`src/rtl/rotate_ddr_wrbuf_if.sv`:
```
// Write-side bus of the rotator output buffer: rotator write port plus DDRAM write port.
interface rotate_ddr_wrbuf_if;
    logic        in_we;
    logic [28:0] in_addr;
    logic [63:0] in_din;
    logic [7:0]  in_be;

    logic        DDRAM_BUSY;
    logic [7:0]  DDRAM_BURSTCNT;
    logic [28:0] DDRAM_ADDR;
    logic [63:0] DDRAM_DIN;
    logic [7:0]  DDRAM_BE;
    logic        DDRAM_WE;
    logic        DDRAM_RD;

    modport slave (
        input  in_we, in_addr, in_din, in_be, DDRAM_BUSY,
        output DDRAM_BURSTCNT, DDRAM_ADDR, DDRAM_DIN, DDRAM_BE, DDRAM_WE, DDRAM_RD
    );

    modport master (
        output in_we, in_addr, in_din, in_be, DDRAM_BUSY,
        input  DDRAM_BURSTCNT, DDRAM_ADDR, DDRAM_DIN, DDRAM_BE, DDRAM_WE, DDRAM_RD
    );
endinterface

```
`src/rtl/rotate_ddr_wrbuf.sv`:
```
// Circular write buffer between the rotator and the DDRAM controller, with optional
// byte-lane merging of repeated writes into the newest queued entry.
module rotate_ddr_wrbuf #(
    parameter int DEPTH = 16,
    parameter int MERGE = 1
) (
    input  logic                CLK_VIDEO,
    input  logic                reset,
    rotate_ddr_wrbuf_if.slave   bus,
    output logic                DDRAM_CLK,
    output logic [6:0]          level,
    output logic                overflow,
    input  logic                ovf_clr
);
    localparam int AW = $clog2(DEPTH);

    logic [28:0]   mem_addr [DEPTH];
    logic [63:0]   mem_data [DEPTH];
    logic [7:0]    mem_be   [DEPTH];

    logic [AW-1:0] rd_ptr;
    logic [AW-1:0] wr_ptr;
    logic [AW-1:0] tail;
    logic [6:0]    count;

    logic empty;
    logic full;
    logic pop;
    logic tail_hit;
    logic merge;
    logic push;
    logic drop;

    assign tail     = wr_ptr - AW'(1);
    assign empty    = (count == 7'd0);
    assign full     = (count == 7'(DEPTH));
    assign pop      = !empty && !bus.DDRAM_BUSY;
    assign tail_hit = (mem_addr[tail] == bus.in_addr);

    // Requiring two entries keeps merges off the head, which the controller may be sampling.
    assign merge = (MERGE != 0) && bus.in_we && (count >= 7'd2) && tail_hit;
    assign push  = bus.in_we && !merge && (!full || pop);
    assign drop  = bus.in_we && !merge && full && !pop;

    always_ff @(posedge CLK_VIDEO) begin
        if (push) begin
            mem_addr[wr_ptr] <= bus.in_addr;
            mem_data[wr_ptr] <= bus.in_din;
            mem_be[wr_ptr]   <= bus.in_be;
        end else if (merge) begin
            for (int unsigned i = 0; i < 8; i++) begin
                if (bus.in_be[i]) begin
                    mem_data[tail][8*i +: 8] <= bus.in_din[8*i +: 8];
                end
            end
            mem_be[tail] <= mem_be[tail] | bus.in_be;
        end
    end

    always_ff @(posedge CLK_VIDEO or posedge reset) begin
        if (reset) begin
            rd_ptr <= '0;
            wr_ptr <= '0;
            count  <= '0;
        end else begin
            if (pop) begin
                rd_ptr <= rd_ptr + AW'(1);
            end
            if (push) begin
                wr_ptr <= wr_ptr + AW'(1);
            end
            case ({push, pop})
                2'b10:   count <= count + 7'd1;
                2'b01:   count <= count - 7'd1;
                default: count <= count;
            endcase
        end
    end

    // A drop on the same edge as a clear leaves the flag set.
    always_ff @(posedge CLK_VIDEO or posedge reset) begin
        if (reset) begin
            overflow <= 1'b0;
        end else if (drop) begin
            overflow <= 1'b1;
        end else if (ovf_clr) begin
            overflow <= 1'b0;
        end
    end

    assign DDRAM_CLK          = CLK_VIDEO;
    assign bus.DDRAM_BURSTCNT = 8'd1;
    assign bus.DDRAM_RD       = 1'b0;
    assign bus.DDRAM_WE       = !empty;
    assign bus.DDRAM_ADDR     = mem_addr[rd_ptr];
    assign bus.DDRAM_DIN      = mem_data[rd_ptr];
    assign bus.DDRAM_BE       = mem_be[rd_ptr];
    assign level              = count;
endmodule

```
`src/flat_wrapper.sv`:
```
// flat-port wrapper written by rule: the top's interface ports become plain ports
module rotate_ddr_wrbuf_flat 
#(
    parameter int DEPTH = 16,
    parameter int MERGE = 1
)
  (CLK_VIDEO, reset, DDRAM_CLK, level, overflow, ovf_clr, bus_in_we, bus_in_addr, bus_in_din, bus_in_be, bus_DDRAM_BUSY, bus_DDRAM_BURSTCNT, bus_DDRAM_ADDR, bus_DDRAM_DIN, bus_DDRAM_BE, bus_DDRAM_WE, bus_DDRAM_RD);
  rotate_ddr_wrbuf_if bus_i ();
  input  logic CLK_VIDEO;
  input  logic reset;
  output logic DDRAM_CLK;
  output logic [6:0] level;
  output logic overflow;
  input  logic ovf_clr;
  input wire logic [$bits(bus_i.in_we)-1:0] bus_in_we;
  input wire logic [$bits(bus_i.in_addr)-1:0] bus_in_addr;
  input wire logic [$bits(bus_i.in_din)-1:0] bus_in_din;
  input wire logic [$bits(bus_i.in_be)-1:0] bus_in_be;
  input wire logic [$bits(bus_i.DDRAM_BUSY)-1:0] bus_DDRAM_BUSY;
  output wire logic [$bits(bus_i.DDRAM_BURSTCNT)-1:0] bus_DDRAM_BURSTCNT;
  output wire logic [$bits(bus_i.DDRAM_ADDR)-1:0] bus_DDRAM_ADDR;
  output wire logic [$bits(bus_i.DDRAM_DIN)-1:0] bus_DDRAM_DIN;
  output wire logic [$bits(bus_i.DDRAM_BE)-1:0] bus_DDRAM_BE;
  output wire logic [$bits(bus_i.DDRAM_WE)-1:0] bus_DDRAM_WE;
  output wire logic [$bits(bus_i.DDRAM_RD)-1:0] bus_DDRAM_RD;
  assign bus_i.in_we = bus_in_we;
  assign bus_i.in_addr = bus_in_addr;
  assign bus_i.in_din = bus_in_din;
  assign bus_i.in_be = bus_in_be;
  assign bus_i.DDRAM_BUSY = bus_DDRAM_BUSY;
  assign bus_DDRAM_BURSTCNT = bus_i.DDRAM_BURSTCNT;
  assign bus_DDRAM_ADDR = bus_i.DDRAM_ADDR;
  assign bus_DDRAM_DIN = bus_i.DDRAM_DIN;
  assign bus_DDRAM_BE = bus_i.DDRAM_BE;
  assign bus_DDRAM_WE = bus_i.DDRAM_WE;
  assign bus_DDRAM_RD = bus_i.DDRAM_RD;
  rotate_ddr_wrbuf #(.DEPTH(DEPTH), .MERGE(MERGE)) u_core (.CLK_VIDEO(CLK_VIDEO), .reset(reset), .bus(bus_i), .DDRAM_CLK(DDRAM_CLK), .level(level), .overflow(overflow), .ovf_clr(ovf_clr));
endmodule
```
`config.mk`:
```
export PLATFORM = sky130hd
export DESIGN_NAME = rotate_ddr_wrbuf_flat
export DESIGN_NICKNAME = d
export VERILOG_FILES = /design/src/rtl/rotate_ddr_wrbuf_if.sv /design/src/rtl/rotate_ddr_wrbuf.sv /design/src/flat_wrapper.sv
export SDC_FILE = /design/constraint.sdc
export NUM_CORES = 1
export LEC_CHECK = 0
export BUFFER_PORTS_ARGS = -buffer_cell sky130_fd_sc_hd__buf_2
export CAP_MARGIN = 10
export CORE_MARGIN = 2
export CORE_UTILIZATION = 40
export CTS_BUF_LIST = sky130_fd_sc_hd__clkbuf_4 sky130_fd_sc_hd__clkbuf_8
export CTS_CLUSTER_DIAMETER = 120
export DETAILED_ROUTE_END_ITERATION = 12
export GPL_TIMING_DRIVEN = 0
export SYNTH_ARGS = -nofsm -noshare
export SYNTH_HDL_FRONTEND = slang
export SYNTH_SLANG_ARGS = --single-unit
```
`constraint.sdc`:
```
create_clock -name CLK_VIDEO -period 12.7 [get_ports CLK_VIDEO]
set_input_delay 0.635 -clock CLK_VIDEO [delete_from_list [all_inputs] [get_ports CLK_VIDEO]]
set_output_delay 0.635 -clock CLK_VIDEO [all_outputs]
set_load 0.03 [all_outputs]
```
# Word level (Yosys, flattened, before mapping)
# Memory sizes are Yosys's and may differ from the RTL's.
# Index checks and enable logic that the tools add are counted.
[word_totals] mem_bits_rw=1616 ff_bits=16 mem_count=3 in_bits=106
[op_classes] n_mux=46 eq_ne=4 n_addsub=5 n_reduce_logical=18 bitwise_logic=1 magnitude_cmp=1
[mem_list] name="u_core.mem_data" depth=16 width=64 rd=1 rd_ports_with_merged_regs=0 wr=1 line="rotate_ddr_wrbuf.sv:18" source="logic [63:0] mem_data [DEPTH];"
[mem_list] name="u_core.mem_addr" depth=16 width=29 rd=2 rd_ports_with_merged_regs=0 wr=1 line="rotate_ddr_wrbuf.sv:17" source="logic [28:0] mem_addr [DEPTH];"
[mem_list] name="u_core.mem_be" depth=16 width=8 rd=2 rd_ports_with_merged_regs=0 wr=1 line="rotate_ddr_wrbuf.sv:19" source="logic [7:0] mem_be [DEPTH];"
[op_table] operator="$mux 64" n=1
[op_table] operator="$reduce_or 64->1" n=1
[op_table] operator="$mux 1" n=40
[op_table] operator="$eq 29x29->1" n=1
[op_table] operator="$mux 8" n=2
[op_table] operator="$pmux 7 s2" n=1
[op_table] operator="$add 4x1->4 const B" n=2
[op_table] operator="$mux 4" n=2
[op_table] operator="$or 8x8->8" n=1
[op_table] operator="$reduce_or 8->1" n=1
[op_table] operator="$add 7x1->7 const B" n=1
[op_table] operator="$eq 7x5->1 const B" n=1
[op_table] operator="$ge 7x2->1 const B" n=1
[op_table] operator="$logic_and 1x1->1" n=7
[op_table] operator="$logic_not 7->1" n=1
[op_table] operator="$sub 7x1->7 const B" n=1
[op_table] operator="$logic_not 1->1" n=5
[op_table] operator="$reduce_bool 2->1" n=2
[op_table] operator="$sub 4x1->4 const B" n=1
[op_table] operator="$eq 2x1->1 const B" n=1
[op_table] operator="$eq 2x2->1 const B" n=1
[op_table] operator="$logic_or 1x1->1" n=1

# Depth between registers and ports, before layout
# An unclocked memory read counts as a cell.
[depth] word_depth=11 depth_mapped=30

==> flow_summary.json <==
{
  "status": "complete, no violations",
  "slew_viol_final": 0,
  "dieArea_mm2": 0.1737,
  "fin_cells": 6127,
  "holdPathEnd": "u_core.mem_be[0][7]$_DFFE_PP_",
  "multi_input_area_mm2": 0.01840,
  "synth_area_per_cell_um2": 22.18,
  "skew_ns": 0.09919,
  "cp_data_required_time_ns": 13.40,
  "r2r.worst_path.cells": 19,
  "grt_pass1_vias": 36900,
  "comb_power_share_pct": 44.2,
  "area_delta_synth_final_pct": 16.20,
  "floorplan.initialDensity_pct": 40.26,
  "avgViaCountPerCell": 5.848,
  "p_leak_nw": 25.29,
  "drive_gt1_share_pct": 36.68,
  "slew_headroom_pct": 6.703,
  "wl_per_cell_um": 31.28,
  "die_w_um": 416.8,
  "finalCritPeriodShare_pct": 77.23,
  "gp_congestion": 0.8903,
  "ys_types": 71,
  "synthFlopType": "edfxtp_1",
  "p_sw_w": 0.007799,
  "power.total_w": 0.02044,
  "routed_wl_mm": 191.6,
  "final_util_pct": 46.78,
  "synth_edf_count": 1616,
  "cp_max_fo": 12,
  "path_class": "register to register",
  "syn_inst": 3073,
  "ir_drop_mv": 0.1572,
  "p_per_area_mw_per_mm2": 258.1,
  "drc": 0,
  "synth_area_mm2": 0.06815,
  "p_int_w": 0.01264,
  "drt_iter0_drc": 4142,
  "synthArstFlopShare_pct": 0.9804,
  "p_seq_share_pct": 32.9,
  "worstHoldPathType": "primary input to register",
  "cts.repair.resized": 0,
  "synth_area_leaders": "edfxtp_1, mux4_2, nor2_1",
  "yosysTopAreaCellShare_pct": 71.21,
  "reg2reg_from": "u_core.wr_ptr[0]$_DFFE_PP0P_",
  "cp.arrival_ns": 10.51,
  "yosysSeqAreaShare_pct": 71.80,
  "clock_power_share_pct": 22.9,
  "antenna_found_initial": 14,
  "rsz0062_at_grt": "false",
  "finalNetCount": 3838,
  "dp_hpwl_mm": 126.5,
  "grt_max_degree": 21,
  "grt_use_total_pct": 22.06,
  "critPathCaptureType": "register",
  "yosysTopAreaCell": "edfxtp_1",
  "core.rowCount": 151,
  "min_from": "bus_in_be[7]",
  "placed_cells": 5543,
  "hold_violations": 0,
  "ant_nets": 0,
  "worstHoldPathCells": 2,
  "port_buffers": 216,
  "grt_pass1_wl_mm": 270.4,
  "die_h_um": 416.8,
  "dr.pass1.iters": 5,
  "clock_latency_ns": 1.14,
  "core-area_mm2": 0.1693,
  "grt_overflow": 0,
  "nFillCells": 14010,
  "maxCapViolations": 0,
  "ys_warn_count": 0,
  "max_freq_mhz": 102.0,
  "setup_viol_count_final": 0,
  "r2r_slack_ns": 2.89,
  "vias": 35830,
  "path_clk_slew_ns": 0.06,
  "tightest_slew_ns": 1.399,
  "cp-start-kind": "register",
  "setup_tns_ns": 0,
  "ioPinCount": 226,
  "ys_ff_latch": 1632,
  "p_sw_share_pct": 38.15,
  "reg2reg_to": "u_core.mem_data[7][53]$_DFFE_PP_",
  "seqCellArea_mm2": 0.04893,
  "cts_tree": "built",
  "period_needed_ns": 9.808
}
## worst max-delay path, stage by stage, from the launching register on
cell and delay (ns):
dfrtp_1 0.40, buf_4 0.19, buf_6 0.19, buf_4 0.25, inv_2 0.33, buf_1 0.74
ha_1 0.25, buf_2 0.33, buf_4 0.32, buf_1 0.93, mux4_2 0.43, mux4_2 0.47
xor2_1 0.24, nor4_2 0.71, and4_1 0.55, nand3_2 0.31, nor2_2 0.24, mux2i_1 0.79
clkbuf_1 1.09, nor2_1 0.60
## final cells by class
class	count	share of cell area [%]
flip-flops and latches	1632	61.79
multi-input cells	1233	23.24
clock buffers	374	5.913
well taps	2218	3.505
repair buffers	347	3.443
plain buffers	199	1.152
clock inverters	98	0.8548
inverters	16	0.07584
diodes	10	0.03160
## cell usage after synthesis (4+ instances only)
cell	n
xor2_1	23
a2111o_1	4
nor3_1	9
ha_1	12
dfrtp_1	16
buf_2	26
buf_4	23
nor2b_1	9
inv_1	15
a31o_2	8
buf_1	49
a21oi_1	9
mux2i_1	51
a2111oi_0	9
and2_1	5
clkbuf_1	96
mux4_2	656
o21ai_0	7
xnor2_1	14
nand4_1	6
a221o_1	4
nor2_1	191
nor4_1	12
edfxtp_1	1616
nand2_1	93
buf_6	5
nand3_1	26
mux2i_2	4
mux2_2	11
a211o_1	4
## cell families after synthesis
kind of cell               Yosys count  synth area share [%]
other                                2               0.01102
AOI/OAI and AO/OA                   73                0.8519
adders and majority gates           13                0.2497
xor gates and xnor gates            38                0.5159
muxes                              722                 22.69
DFF                               1632                 71.80
and+or+nand+nor                    378                 2.469
buffers and inverters              215                 1.414
## how the worst max path moves through the flow
stage | depth (start not counted) | start | endpoint
floorplan | 1 | CLK_VIDEO | DDRAM_CLK
global placement | 18 | u_core.wr_ptr[0]$_DFFE_PP0P_ | u_core.mem_addr[3][16]$_DFFE_PP_
detailed placement | 19 | u_core.wr_ptr[0]$_DFFE_PP0P_ | u_core.mem_data[15][22]$_DFFE_PP_
CTS | 19 | u_core.wr_ptr[0]$_DFFE_PP0P_ | u_core.mem_data[15][20]$_DFFE_PP_
global route | 19 | u_core.wr_ptr[0]$_DFFE_PP0P_ | u_core.mem_data[7][53]$_DFFE_PP_
finish | 19 | u_core.wr_ptr[0]$_DFFE_PP0P_ | u_core.mem_data[7][53]$_DFFE_PP_
## sequential cells by signal, summed over array words and instances, names as in the netlist
register,count
u_core.mem_data,1024
u_core.wr_ptr,4
u_core.mem_be,128
u_core.mem_addr,464
u_core.rd_ptr,4
u_core.overflow,1
u_core.level,7
## layer usage
layer	vias up	share of wire, %	track usage (%)
li1	14460	-	-
met2	1842	47	34.33
met3	448	8.4	5.378
met4	6	4.8	10.69
met5	-	0.019	0
met1	19070	39	29.26
## what timing repair did
action / CTS / global route
endpoints found under the setup margin: 0 / 0
buffers inserted: 0 / 0
hold endpoints to repair: 1505 / 0
hold buffers: 96 / 0
## cell usage in the layout, fill, tap and decap left out, types with 11 or more instances in the layout
master	n
nor2_1	175
edfxtp_1	1616
xor2_1	23
nor4_1	12
clkbuf_4	73
mux2_2	11
buf_8	15
clkinv_2	20
buf_2	246
dlygate4sd3_1	96
inv_1	15
dfrtp_1	16
xnor2_1	14
buf_12	13
mux2i_1	51
buf_4	23
ha_1	12
buf_1	45
nand3_1	26
nor2_4	16
nand2_1	93
mux4_2	656
clkinv_1	63
clkbuf_1	93
clkbuf_8	300
## power groups by stage
stage | registers (W) | clock network [W] | logic, W
3_3_place_gp | 0.00683 | 0.0000142 | 0.00886
4_1_cts | 0.00673 | 0.00476 | 0.00903
5_1_grt | 0.00678 | 0.00499 | 0.00938
6_report | 0.00673 | 0.00468 | 0.00903
2_1_floorplan | 0.00680 | 0.0000118 | 0.00569
3_5_place_dp | 0.00684 | 0.0000142 | 0.00897
## metrics by stage
stage          setup slack, ns  instance area, um2  hold slack (ns)
2_1_floorplan            5.570               68170           0.5487
3_3_place_gp             2.214               72030           0.5032
3_5_place_dp             3.399               72730           0.5095
4_1_cts                  3.461               79040         0.008929
5_1_grt                  3.001               79180          0.09134
6_report                 2.892               79190           0.1320
Power figures use the tool's default switching activity.
